--- config.mk ---
export PLATFORM = sky130hd
export DESIGN_NAME = atetris_rom_server
export DESIGN_NICKNAME = d
export VERILOG_FILES = /design/src/rtl/atetris_rom_pkg.sv /design/src/rtl/atetris_rom_slot.sv /design/src/rtl/atetris_rom_server.sv
export SDC_FILE = /design/constraint.sdc
export NUM_CORES = 1
export LEC_CHECK = 0
export BUFFER_PORTS_ARGS = -buffer_cell sky130_fd_sc_hd__buf_2
export CAP_MARGIN = 20
export CORE_MARGIN = 3
export CORE_UTILIZATION = 59
export DETAILED_ROUTE_END_ITERATION = 12
export PLACE_DENSITY = 0.94
export SLEW_MARGIN = 0
export SYNTH_ARGS = -nofsm -noshare
export SYNTH_HDL_FRONTEND = slang
export SYNTH_SLANG_ARGS = --single-unit
--- constraint.sdc ---
create_clock -name MCLK -period 4.2 [get_ports MCLK]
set_input_delay 0.63 -clock MCLK [delete_from_list [all_inputs] [get_ports MCLK]]
set_output_delay 0.63 -clock MCLK [all_outputs]
set_load 0.01 [all_outputs]
--- src/rtl/atetris_rom_pkg.sv ---
// Shared types and constants for the ROM server and its cache slots.
package atetris_rom_pkg;

  localparam int MEM_AW = 23;

  localparam logic [MEM_AW-1:0] PROM_BASE_DEF = 23'h000000;
  localparam logic [MEM_AW-1:0] CROM_BASE_DEF = 23'h008000;

  typedef enum logic [1:0] {
    ST_IDLE   = 2'd0,
    ST_CFETCH = 2'd1,
    ST_PFETCH = 2'd2
  } state_e;

endpackage

--- src/rtl/atetris_rom_slot.sv ---
// Single-entry cache slot: tag, valid bit and one 16-bit word with hit compare.
module atetris_rom_slot #(
  parameter int TAG_W = 16
) (
  input  logic             clk,
  input  logic             rst_n,
  input  logic [TAG_W-1:0] lookup_tag,
  input  logic             load,
  input  logic [TAG_W-1:0] load_tag,
  input  logic [15:0]      load_data,
  output logic             hit,
  output logic [15:0]      data
);

  logic [TAG_W-1:0] tag_q, tag_d;
  logic             valid_q, valid_d;
  logic [15:0]      data_q, data_d;

  // Next-state: a load overwrites the whole entry; nothing ever clears valid.
  always_comb begin
    tag_d   = tag_q;
    valid_d = valid_q;
    data_d  = data_q;
    if (load) begin
      tag_d   = load_tag;
      valid_d = 1'b1;
      data_d  = load_data;
    end
  end

  // Slot registers with asynchronous clear.
  always_ff @(posedge clk or negedge rst_n) begin
    if (!rst_n) begin
      tag_q   <= '0;
      valid_q <= 1'b0;
      data_q  <= '0;
    end else begin
      tag_q   <= tag_d;
      valid_q <= valid_d;
      data_q  <= data_d;
    end
  end

  assign hit  = valid_q && (tag_q == lookup_tag);
  assign data = data_q;

endmodule

--- src/rtl/atetris_rom_server.sv ---
// Serves program and character ROM reads from a shared word-wide backend.
//
// state     | meaning
// ----------+---------------------------------------------------------
// ST_IDLE   | both clients hit, or choosing which miss to service
// ST_CFETCH | character fetch: raise request, wait for the ack
// ST_PFETCH | program fetch: raise request, wait for the ack
//
// Character misses win over program misses. A fetch always completes for the
// tag captured on entry, even if the client address has since moved on.
module atetris_rom_server
  import atetris_rom_pkg::*;
#(
  parameter logic [MEM_AW-1:0] PROM_BASE = PROM_BASE_DEF,
  parameter logic [MEM_AW-1:0] CROM_BASE = CROM_BASE_DEF
) (
  input  logic              MCLK,
  input  logic              RESET_N,
  input  logic [15:0]       PRAD,
  output logic [7:0]        PRDT,
  output logic              PRDY,
  input  logic [15:0]       CRAD,
  output logic [15:0]       CRDT,
  output logic              CRDY,
  output logic              MEM_REQ,
  output logic [MEM_AW-1:0] MEM_ADDR,
  input  logic              MEM_ACK,
  input  logic [15:0]       MEM_DQ
);

  state_e            state_q, state_d;
  logic [15:0]       pend_q, pend_d;
  logic              mem_req_q, mem_req_d;
  logic [MEM_AW-1:0] mem_addr_q, mem_addr_d;

  logic              p_hit, c_hit;
  logic [15:0]       p_word, c_word;
  logic              ack_ok, p_load, c_load;

  // An ack only counts while our request is outstanding.
  assign ack_ok = mem_req_q && MEM_ACK;
  assign p_load = (state_q == ST_PFETCH) && ack_ok;
  assign c_load = (state_q == ST_CFETCH) && ack_ok;

  atetris_rom_slot #(.TAG_W(15)) u_pslot (
    .clk        (MCLK),
    .rst_n      (RESET_N),
    .lookup_tag (PRAD[15:1]),
    .load       (p_load),
    .load_tag   (pend_q[14:0]),
    .load_data  (MEM_DQ),
    .hit        (p_hit),
    .data       (p_word)
  );

  atetris_rom_slot #(.TAG_W(16)) u_cslot (
    .clk        (MCLK),
    .rst_n      (RESET_N),
    .lookup_tag (CRAD),
    .load       (c_load),
    .load_tag   (pend_q),
    .load_data  (MEM_DQ),
    .hit        (c_hit),
    .data       (c_word)
  );

  // Next-state and backend request generation.
  always_comb begin
    state_d    = state_q;
    pend_d     = pend_q;
    mem_req_d  = mem_req_q;
    mem_addr_d = mem_addr_q;
    case (state_q)
      ST_IDLE: begin
        if (!c_hit) begin
          state_d = ST_CFETCH;
          pend_d  = CRAD;
        end else if (!p_hit) begin
          state_d = ST_PFETCH;
          pend_d  = {1'b0, PRAD[15:1]};
        end
      end
      ST_CFETCH: begin
        if (!mem_req_q) begin
          mem_req_d  = 1'b1;
          mem_addr_d = CROM_BASE + {7'd0, pend_q};
        end else if (MEM_ACK) begin
          mem_req_d = 1'b0;
          state_d   = ST_IDLE;
        end
      end
      ST_PFETCH: begin
        if (!mem_req_q) begin
          mem_req_d  = 1'b1;
          mem_addr_d = PROM_BASE + {8'd0, pend_q[14:0]};
        end else if (MEM_ACK) begin
          mem_req_d = 1'b0;
          state_d   = ST_IDLE;
        end
      end
      default: state_d = ST_IDLE;
    endcase
  end

  // State, pending tag and backend request registers.
  always_ff @(posedge MCLK or negedge RESET_N) begin
    if (!RESET_N) begin
      state_q    <= ST_IDLE;
      pend_q     <= '0;
      mem_req_q  <= 1'b0;
      mem_addr_q <= '0;
    end else begin
      state_q    <= state_d;
      pend_q     <= pend_d;
      mem_req_q  <= mem_req_d;
      mem_addr_q <= mem_addr_d;
    end
  end

  assign PRDT     = PRAD[0] ? p_word[15:8] : p_word[7:0];
  assign PRDY     = p_hit;
  assign CRDT     = c_word;
  assign CRDY     = c_hit;
  assign MEM_REQ  = mem_req_q;
  assign MEM_ADDR = mem_addr_q;

endmodule
Word level (Yosys, flattened, before mapping). Cells that the tools add are included. W data, S select, Z words.

Register bits after elaboration: 107. Memories: 0. Logic and storage cells: 45. Memory bits (writable): 0. Output and inout bits: 50. Input bits: 51. Memory bits (read-only): 0. Bits in latches: 0.

Divide/modulo/power cells: 0. Reduce and logical (&&, ||, !) cells: 11. Muxes and demuxes: 13. Multiply operators: 0. Shifts and indexed selects: 0. Equal/unequal tests: 10. $lt $le $gt $ge: 0. Bitwise gates (word level): 0. Add/sub/neg operators: 1.

Operators with widths (count): $mux W23 (2); $pmux W23 S2 (1); $mux W16 (2); $add A16 B16 Y17 const A (1); $eq A16 B16 Y1 (1); $eq A15 B15 Y1 (1); $mux W2 (4); $mux W8 (1); $ne A2 B2 Y1 const B (3); $reduce_and A3 Y1 (2); $logic_and A1 B1 Y1 (5); $ne A2 B1 Y1 const B (2); $pmux W2 S2 (1); $ne A3 B3 Y1 const B (1); $eq A2 B1 Y1 const B (1); $eq A2 B2 Y1 const B (1); $logic_not A2 Y1 (1); $mux W1 (2); $reduce_and A2 Y1 (1); $reduce_bool A2 Y1 (1); $reduce_or A2 Y1 (1).

Longest topological paths before layout.
Depth in word-level cells: 5. Mapped depth: 8. Mapped depth without buffers: 6.

Cells and area by module. A second synthesis with hierarchy kept.

Cells, all modules: 325. Area total of the unflattened synthesis: 4633.2 sq um.

By module, submodules not included: atetris_rom_server (times used 1, area each 1734.2 sq um, sequential area each 900.9 sq um, cells each 145); atetris_rom_slot (u_pslot) (times used 1, area each 1505.2 sq um, sequential area each 800.8 sq um, cells each 88); atetris_rom_slot (u_cslot) (times used 1, area each 1393.8 sq um, sequential area each 825.8 sq um, cells each 92).

Worst setup path before layout. OpenSTA, ideal clock, no wires.

Kind: input -> output. Start point: in PRAD[1]. End point: out PRDY. Path slack: 1858 ps. Data arrival time: 1712 ps. Required time: 3570 ps. Buffers on the path: 2. Stages on the path: 6. Cells stage by stage: xnor2_1 > nand4_1 > or4_1 > buf_6 > clkinv_4 > buf_6.

Word-level cells in the longest chain between the ends: 2.

Ends and longest elaborated chain: start, declared (RTL line atetris_rom_server.sv:19) `input logic [15:0] PRAD,`; $eq A15 B15 Y1 (RTL line atetris_rom_slot.sv:44) `assign hit = valid_q && (tag_q == lookup_tag);`; $logic_and A1 B1 Y1 (RTL line atetris_rom_slot.sv:44); end, declared (RTL line atetris_rom_server.sv:21) `output logic PRDY,`.

Every way passes these cells.

Final worst setup path.
Start point: reg u_pslot.tag_q[11]. End point: out PRDY.

Word-level cells in the longest chain between the ends: 2.

Ends and longest elaborated chain: start, declared (RTL line atetris_rom_slot.sv:15) `logic [TAG_W-1:0] tag_q, tag_d;`; start signal, assigned (RTL line atetris_rom_slot.sv:38) `tag_q <= tag_d;`; $eq A15 B15 Y1 (RTL line atetris_rom_slot.sv:44); $logic_and A1 B1 Y1 (RTL line atetris_rom_slot.sv:44).

Every way passes these cells.

==> out/metrics.csv <==
stage,metric,value,unit
clock_tree,clk_lat worst skew,0.36,ns
critical_path,"Max FO, Critical Path",18,
synth,Post-Synth XOR/XNOR Area,5.48,%
detailed_routing,drt wl/cell,18.5,um
floorplan,core area,7930,sq um
detailed_routing,Post-route DRC,0,
timing,period utilization,75.1,%
timing,RSZ-0062 raised after global routing,no,
timing,worst relative slew slack,40.6,%
cells_and_area,nets,540,
pwr,register share of total power,42.8,%
synth,Compound-Gate Fraction of Synth Area,7.45,%
cells_and_area,layout cell share with drive strength beyond 1,43.6,%
synth,Syn Area/Cell,12.4,sq um
pwr,VDD IR max,0.459,mV
cells_and_area,Final Util,71.6,%
clock_tree,CTS H-Tree Depth,3,
synth,sequential fraction of the synthesis area,51.0,%
synth,post-synthesis instance area,4950,sq um
clock_tree,Longest Clk Path Bufs,2,
pwr,sw frac,36.8,%
clock_tree,Clock Root Buffer,clkbuf_8,
timing,final hold vios,0,
critical_path,crit end category,primary output,
clock_tree,Post-CTS Setup Inserts,0,
synth,post-synth cell types,33,
clock_tree,hold_buf cts,0,
synth,"Primary FF master, synth",dfrtp_1,
grt,vias in the first global route,3587,
pwr,total power,0.00417,W
critical_path,crit-path cells,xnor2_1 -> nand4_1 -> or4_1 -> clkinv_4 -> buf_2,
place,dpl cell area,5450,sq um
floorplan,Die ar.,9530,sq um
synth,post-synthesis mux area share,19.6,%
synth,Post-synth ARST share,100,%
critical_path,critical path required time,3.57,ns
run,max-cap violations,0,
synth,main combinational cell family by area after synthesis,multiplexers,
cells_and_area,n_diodes,0,
critical_path,slowest CP cell,or4_1,
grt,pin count of the biggest net entering global routing,83,
critical_path,type of origin of the critical path,register,
clock_tree,CTS Buf Count,9,
floorplan,Boundary Pins,101,
synth,Syn Inst Count,400,
timing,Slew @ Worst Pin,0.892,ns
place,Placer Congestion,0.821,
hold_path,Worst Hold Class,in -> async,
synth,"FF+latch count, synth",101,
status,status,finished clean,
pwr,combinational power share,42.1,%
timing,final setup fails,0,
detailed_routing,DR vias/cell,5.90,
place,post-DP HPWL,7840,um
critical_path,crit path kind,reg -> out,
synth,number of flops mapped to enable cells by yosys,0,
timing,TNS Setup,0,ns
pwr,PwrDens,734,nW/um^2
floorplan,Initial Utilization,62.5,%
pwr,Power Internal,0.00263,W
cells_and_area,Layout area overhead,14.7,%
detailed_routing,Antenna Nets Post-Route,0,
floorplan,Die Width,97.6,um
pwr,clock power share,15.0,%
critical_path,WP data arrival,2.53,ns
pwr,sw power,0.00153,W
grt,Congestion Overflow GR,0,
place,Buffers on Ports,94,
timing,f_max,317,MHz
grt,Tot GR Track Use,23.9,%
grt,first-pass GRT wire length,18200,um
clock_tree,PostCTS Resize Cnt,0,
synth,synthesis warning total,0,
floorplan,Chip Height,97.6,um
timing,min Tclk post-route,3.16,ns
synth,Simple-Gate Fraction of Synth Area,11.5,%
cells_and_area,fin area,5680,sq um
pwr,Leakage,2.63,nW
grt,antenna violations before repair,0,
detailed_routing,Via Count,3499,
clock_tree,clock sink total,101,
detailed_routing,"wirelength, routed",11000,um
synth,Synth Area in Adders,0.758,%
timing,"Slew Viols, Final",0,
detailed_routing,First-pass DRT Iterations,7,
detailed_routing,Initial DRC Count,216,
timing,Max Clock Skew,0.0111,ns
floorplan,FP Rows,32,
clock_tree,CTS tree,built,
critical_path,CP peak stage delay,0.95,ns
clock_tree,clk slew on worst S/H paths,0.10,ns
==> kinds of logic (layout without fill, tap and decap cells) <==
logic type / count (synthesis) / count (layout)
DFF: 101 / 101
and+or+nand+nor: 101 / 101
muxes: 86 / 86
AOI/OAI and AO/OA: 40 / 40
buffers and inverters: 37 / 123
xor gates and xnor gates: 31 / 31
adders and majority gates: 3 / 3
other: 1 / 6
==> worst paths after layout <==
path	startpoint	end	slack, ns	cells after the start
worst max-delay path	u_pslot.tag_q[11]	PRDY	1.04	5
worst min-delay path	RESET_N	u_pslot.tag_q[0]	0.07	1
worst max register to register	u_pslot.tag_q[11]	pend_q[15]	1.80	6
worst min register to register	u_cslot.valid_q	u_cslot.valid_q	0.47	1
max in group asynchronous	RESET_N	pend_q[5]	3.23	3
min in group MCLK	u_cslot.valid_q	u_cslot.valid_q	0.47	1
==> registers in the layout, summed over array words and instances, names as in the netlist <==
| name | flops |
|---|---|
| u_cslot.data | 16 |
| MEM_ADDR | 17 |
| u_pslot.valid_q | 1 |
| u_cslot.valid_q | 1 |
| pend_q | 16 |
| u_pslot.data | 16 |
| u_pslot.tag_q | 15 |
| state_q | 2 |
| MEM_REQ | 1 |
| u_cslot.tag_q | 16 |
==> worst max-delay path, delay by kind of cell (launching register included) <==
| kind | cells | cell delay (ns) |
|---|---|---|
| xor+xnor | 1 | 0.22 |
| simple gates | 2 | 1.05 |
| flops | 1 | 0.42 |
| buf+inv | 2 | 0.48 |
==> metal layers <==
metal	routed length, um	share of wire (%)	track usage, %	vias up
met5	0	0	0	-
met4	251	2.3	10.4	0
met3	660	6.0	3.95	24
met2	5510	50	39.3	141
met1	4530	41	31.2	1742
li1	-	-	-	1592
==> stage by stage <==
stage | std cells | hold slack (ns) | worst slack, ns
after floorplan | 405 | 0.334 | 1.86
after global placement | 576 | 0.445 | 1.18
after detailed placement | 576 | 0.444 | 1.13
after CTS | 592 | 0.469 | 1.08
after global routing | 593 | 0.0535 | 0.885
final | 593 | 0.0731 | 1.04
==> power groups by stage <==
stage                     Sequential [W]  Clock (W)  Combinational, W
after floorplan                  0.00178          0           0.00119
after global placement           0.00176          0           0.00168
after detailed placement         0.00180          0           0.00176
after CTS                        0.00178   0.000637           0.00177
after global routing             0.00185   0.000681           0.00193
final                            0.00179   0.000627           0.00176
==> cell usage in the layout, fill, tap and decap left out, types with 2 or more instances in the layout <==
cell type  instances
a21o_1            15
a21oi_1            2
ha_1               3
nand2_1           22
nor2b_1           15
o21ai_1            2
a41oi_1            7
buf_4              8
buf_2             93
inv_1              4
clkinv_4           3
o21ai_0            2
conb_1             6
nand4_1           21
nand2b_1           3
xnor2_1           27
and2_1            17
dfrtp_1          101
clkbuf_8          10
xor2_1             4
nand3_1           19
mux2_2            86
a41oi_2            8
==> cells in the mapped netlist (2+ instances only) <==
| cell | instances | area (sq um) |
|---|---|---|
| buf_2 | 2 | 10.0 |
| and2_1 | 17 | 106 |
| mux2_2 | 86 | 968 |
| nand2b_1 | 3 | 18.8 |
| a21o_1 | 15 | 113 |
| ha_1 | 3 | 37.5 |
| xnor2_1 | 27 | 236 |
| a41oi_1 | 7 | 61.3 |
| nand3_1 | 19 | 95.1 |
| dfrtp_1 | 101 | 2530 |
| inv_1 | 4 | 15.0 |
| nand2_1 | 22 | 82.6 |
| o21ai_1 | 2 | 10.0 |
| o21ai_0 | 2 | 10.0 |
| a21oi_1 | 2 | 10.0 |
| buf_4 | 8 | 60.1 |
| buf_6 | 4 | 45.0 |
| buf_1 | 2 | 7.51 |
| nor2b_1 | 15 | 93.8 |
| a41oi_2 | 8 | 130 |
| nand4_1 | 21 | 131 |
| xor2_1 | 4 | 35.0 |
| clkbuf_1 | 16 | 60.1 |
==> area by class of cell <==
type                            count  area (sq um)
Sequential cell                   101          2530
Fill cell                         565          2250
Multi-Input combinational cell    267          2250
Timing Repair Buffer              102           553
Clock buffer                       11           141
Tap cell                          102           128
Clock inverter                      5          60.1
Inverter                            5          23.8
(Power assumes the default switching activity.)
